### src/rtl/compare_counter.sv
// compare_counter: edge-selected up/down counter with synchronous clear/load,
// live compare register (free-run or clear-on-compare), registered event
// pulses and write-1-to-clear sticky flags.
// Optional feature macro: COUNTER_SYNC_EN -- adds a 2-flop synchronizer on
// CountIn ahead of edge detection (CountIn may then be asynchronous).
module compare_counter #(
  parameter int BIT_WIDTH = 8
) (
  input  logic                 CounterClock,
  input  logic                 CounterResetN,
  input  logic                 CountIn,
  input  logic [1:0]           CounterEdge,
  input  logic                 CountDown,
  input  logic                 CtcMode,
  input  logic                 CounterClear,
  input  logic                 Load,
  input  logic [BIT_WIDTH-1:0] LoadValue,
  input  logic [BIT_WIDTH-1:0] Compare,
  input  logic [2:0]           FlagClear,
  output logic [BIT_WIDTH-1:0] TCNT,
  output logic                 Overflow,
  output logic                 Underflow,
  output logic                 CompareMatch,
  output logic                 OvfFlag,
  output logic                 UdfFlag,
  output logic                 CmpFlag
);

  logic                 w_s;
  logic                 r_prev;
  logic                 w_tick;
  logic [BIT_WIDTH-1:0] w_max;
  logic [BIT_WIDTH-1:0] w_cnt_nxt;
  logic                 w_ovf;
  logic                 w_udf;
  logic                 w_cmp;

  assign w_max = '1;

`ifdef COUNTER_SYNC_EN
  // Edge detection stays blocked until the synchronizer and history flop
  // have all been filled from the live CountIn after reset release.
  localparam int VLD_DEPTH = 3;
  logic [1:0] r_sync;

  // Two-flop synchronizer for an asynchronous count source
  always_ff @(posedge CounterClock or negedge CounterResetN) begin
    if (!CounterResetN) r_sync <= '0;
    else                r_sync <= {r_sync[0], CountIn};
  end
  assign w_s = r_sync[1];
`else
  localparam int VLD_DEPTH = 1;
  assign w_s = CountIn;
`endif

  logic [VLD_DEPTH-1:0] r_vld_pipe;

  // History flop plus valid shift register gating edge detection after reset
  always_ff @(posedge CounterClock or negedge CounterResetN) begin
    if (!CounterResetN) begin
      r_prev     <= 1'b0;
      r_vld_pipe <= '0;
    end else begin
      r_prev     <= w_s;
      r_vld_pipe <= (r_vld_pipe << 1) | VLD_DEPTH'(1);
    end
  end

  // Edge select; a change of CounterEdge alone never makes a tick
  always_comb begin
    w_tick = 1'b0;
    case (CounterEdge)
      2'b01:   w_tick = w_s & ~r_prev;
      2'b10:   w_tick = ~w_s & r_prev;
      2'b11:   w_tick = w_s ^ r_prev;
      default: w_tick = 1'b0;
    endcase
    w_tick = w_tick & r_vld_pipe[VLD_DEPTH-1];
  end

  // Next count and events: clear > load > tick; clear/load swallow the tick
  always_comb begin
    w_cnt_nxt = TCNT;
    w_ovf     = 1'b0;
    w_udf     = 1'b0;
    w_cmp     = 1'b0;
    if (CounterClear) begin
      w_cnt_nxt = '0;
    end else if (Load) begin
      w_cnt_nxt = LoadValue;
    end else if (w_tick) begin
      // Match is on the pre-tick value in every mode and direction
      w_cmp = (TCNT == Compare);
      if (!CountDown) begin
        if (CtcMode && TCNT == Compare) begin
          w_cnt_nxt = '0;
        end else if (TCNT == w_max) begin
          w_cnt_nxt = '0;
          w_ovf     = 1'b1;
        end else begin
          w_cnt_nxt = TCNT + BIT_WIDTH'(1);
        end
      end else begin
        if (TCNT == '0) begin
          w_udf     = 1'b1;
          w_cnt_nxt = CtcMode ? Compare : w_max;
        end else begin
          w_cnt_nxt = TCNT - BIT_WIDTH'(1);
        end
      end
    end
  end

  // Count, registered pulses and sticky flags (set wins over clear)
  always_ff @(posedge CounterClock or negedge CounterResetN) begin
    if (!CounterResetN) begin
      TCNT         <= '0;
      Overflow     <= 1'b0;
      Underflow    <= 1'b0;
      CompareMatch <= 1'b0;
      OvfFlag      <= 1'b0;
      UdfFlag      <= 1'b0;
      CmpFlag      <= 1'b0;
    end else begin
      TCNT         <= w_cnt_nxt;
      Overflow     <= w_ovf;
      Underflow    <= w_udf;
      CompareMatch <= w_cmp;
      OvfFlag      <= w_ovf | (OvfFlag & ~FlagClear[0]);
      UdfFlag      <= w_udf | (UdfFlag & ~FlagClear[1]);
      CmpFlag      <= w_cmp | (CmpFlag & ~FlagClear[2]);
    end
  end

endmodule

### config.mk
export PLATFORM = sky130hd
export DESIGN_NAME = compare_counter
export DESIGN_NICKNAME = d
export VERILOG_FILES = /design/src/rtl/compare_counter.sv
export SDC_FILE = /design/constraint.sdc
export NUM_CORES = 1
export LEC_CHECK = 0
export CAP_MARGIN = 15
export CORE_ASPECT_RATIO = 0.6
export CORE_MARGIN = 8
export CORE_UTILIZATION = 40
export DETAILED_ROUTE_END_ITERATION = 7
export PLACE_DENSITY = 0.8
export SLEW_MARGIN = 20
export SYNTH_ARGS = -nofsm -noshare
export SYNTH_HDL_FRONTEND = slang
export SYNTH_SLANG_ARGS = --single-unit
### constraint.sdc
create_clock -name CounterClock -period 2.9 [get_ports CounterClock]
set_input_delay 0.435 -clock CounterClock [delete_from_list [all_inputs] [get_ports CounterClock]]
set_output_delay 0.435 -clock CounterClock [all_outputs]
set_load 0.01 [all_outputs]
==> results.md <==
- Pin count of the biggest net entering global routing: 17
- CTS tree: built
- Final Hold Viols: 0
- DR vias: approximately 1300
- Max VDD drop: 0.194 mV
- Reg2reg end: TCNT[2]
- Antenna Violating Nets Remaining: 0
- Most frequent cell after synthesis: inv_1
- Ys flop type: dfrtp_1
- Met2 Track Usage GR: 0.180
- H-tree levels: 1
- Run status: finished, final reports clean
- CP Capture Type: flop
- Sequential element share of the synthesized area: 0.291
- P_leak: 0.798 nW
- Mapped Nets: 199
- Routability-driven placement congestion ratio: 0.870
- Top post-synthesis cells by count: inv_1 (18), dfrtp_1 (16), a21oi_1 (15)
- Global route total overflow: 0
- First-pass GRT wire length: 6210 um
- M1 GR Usage: 0.209
- GR Util All Layers: 0.139
- Design area: approximately 1800 um2
- Final critical-path share of the clock period: 0.846
- Slew Limit Fails: 0
- HP Class: reg2reg
- CTS clk-pin slew, worst paths: 70 ps
- Final setup violation count: 0
- DR iter-0 viols: 195
- RSZ-0062 raised after global routing: no
- Max Clock Skew: 3.11 ps
- Slowest-stage cell, CP: clkdlybuf4s50_1
- DR vias/cell: between 5 and 6
- Total negative slack: 0 ps
- # DRC: 0
- Share of cells above drive strength 1: 0.0500
- Clock Path Buffers: 2
- Placed instance area: 1790 um2
- WL per Instance: about 16 um
- Die X: between 90 and 100 um
- Fmax: 0.408 GHz
- # nets final: 234
- GR Util met3: 0.0474
- Area Growth Syn to Fin: 34.6%
- Clk_lat worst skew: 250 ps
- Max_slew headroom: 0.499
- Starting Density: 0.421
- Worst R2R Setup Slack: 660 ps
- CTS Root Buffer Type: clkbuf_8
- Cell chain of the critical path: clkdlybuf4s50_1, inv_1, ha_1, nand2b_1, a311o_1, or3_1, nor3b_1, a21o_1
- Hold path cells: 1
- PwrDens: between 300 and 400 nW/um2
- Slew @ Worst Pin: approximately 750 ps
- Die Y: just over 60 um
- Initial antenna violation count: 0
- Kind of critical path: in2reg
- Dpl hpwl: just under 3000 um
- CTS Hold Buffers Added: 0
- Max-cap violations: 0
- Area of the core: around 3300 um2
- Port Buffers: 41
- Slowest stage delay, CP: ~500 ps
- Worst EP required: 3100 ps
- Hold path start: CmpFlag
- DR pass1 iterations: 4
- R2r worst-path depth: 5
- Post-synth EDFFs: 0
- Fin crit period: 2450 ps
- Area contributors post-synth: dfrtp_1 (29%), xor2_1 (6.4%), a21oi_1 (5.5%)
- Crit path setup slack, layout: 447 ps
- #FFs+latches synth: 16
- Vias in the first global route: 1256
- Startpoint Class: input pin
- Post-CTS sizing: 0
- Final Routed Wirelength: 3800 um
- Core Rows: 16
- FFs w/ async S/R, synth: 1.00
- Synthesized area: 1370 um2
- Post-synth cell types: 46
- Gr busiest metal: met1
- Reg2Reg Launch Point: TCNT[2]
- Dominant cell type by area after synthesis: dfrtp_1
- Crit path arrival time: 2650 ps
- Hold Path End: CmpFlag
- Dpl ws: roughly 180 ps
- Share of the synthesized area in the top cell type: 0.291
- FILL cells: about 330
- CTS buffer count: 3
- Diodes inserted: 0
- Post-CTS setup buffers: 0
- I/O pin total: 42
- Synth Instances: 166
- Synth Warn #: 0
- Die footprint: 5630 um2
- CP Max Fanout: 6
- Post-synthesis average cell area: 8.28 um2
- Number of clock sinks: 16
## per-layer routing
layer | vias to the layer above | wire [um] | part of all wire
li1 | 666 | - | -
met3 | 0 | 393 | 0.10
met4 | 0 | 0 | 0
met1 | 614 | 1970 | 0.52
met2 | 60 | 1430 | 0.38
met5 | - | 0 | 0
## layout make-up
class / instances / area (um2) / share of cell area
clock buffers: 4 / 55.1 / 0.0298
multi-input cells: 118 / 837 / 0.453
flip-flops and latches: 16 / 400 / 0.217
repair buffers: 44 / 433 / 0.234
well taps: 45 / 56.3 / 0.0304
inverters: 18 / 67.6 / 0.0365
## power by group
group          switching, W  leakage (nW)  internal [W]  total, W
registers         0.0000350         0.211      0.000235  0.000270
logic              0.000117         0.558      0.000128  0.000246
clock network     0.0000816        0.0288      0.000121  0.000202
## cells in the final DEF (no fill, tap or decap), types with 2 or more instances in the layout
cell	instances
o31ai_1	8
a31oi_1	6
clkdlybuf4s50_1	41
nand3_1	6
nor2_1	4
dfrtp_1	16
o21ai_0	4
nand2b_1	4
o22ai_1	2
inv_1	18
xor2_1	10
ha_1	5
nor2b_1	2
nand2_1	6
a221oi_1	2
and3_1	2
xnor2_1	5
clkbuf_8	4
buf_4	3
nand3b_1	3
mux2i_1	2
a41oi_1	2
o211ai_1	3
nor3b_1	3
a21oi_1	15
a21o_1	3
nor4_1	3
## sequential cells by signal, indices dropped and copies added (netlist names)
signal and cells:
UdfFlag 1, OvfFlag 1, Overflow 1, r_vld_pipe 1
CmpFlag 1, TCNT 8, CompareMatch 1, r_prev 1
Underflow 1
## per-stage QoR
stage	hold slack, ps	utilization	power [W]	cells
3_5_place_dp	466	0.550	0.000518	241
5_1_grt	497	0.567	0.000756	245
4_1_cts	481	0.567	0.000722	245
3_3_place_gp	461	0.550	0.000514	241
2_1_floorplan	139	-	0.000424	166
6_report	484	0.567	0.000718	245
## how the worst max path moves through the flow
stage | to | depth (start not counted) | from
after CTS | OvfFlag | 8 | CountIn
after detailed placement | OvfFlag | 8 | CountIn
final | OvfFlag | 8 | CountIn
after global placement | OvfFlag | 8 | CountIn
after global routing | OvfFlag | 8 | CountIn
after floorplan | TCNT[0] | 7 | CountIn
## kinds of logic (layout without fill, tap and decap cells)
logic type | after synthesis | after routing | synth area share
compound gates | 52 | 52 | 0.255
simple gates | 43 | 43 | 0.196
buf+inv | 32 | 66 | 0.0993
flops | 16 | 16 | 0.291
xor+xnor | 15 | 15 | 0.0956
fa+ha+maj | 5 | 5 | 0.0455
mux | 2 | 2 | 0.0146
other cells | 1 | 1 | 0.00273
## critical path: cells and delay by family
family          cells  cell delay (ps)
compound gates      2              540
fa+ha+maj           1              280
simple gates        3              840
buf+inv             2              550
No activity file was read; power rests on OpenSTA's default activity.
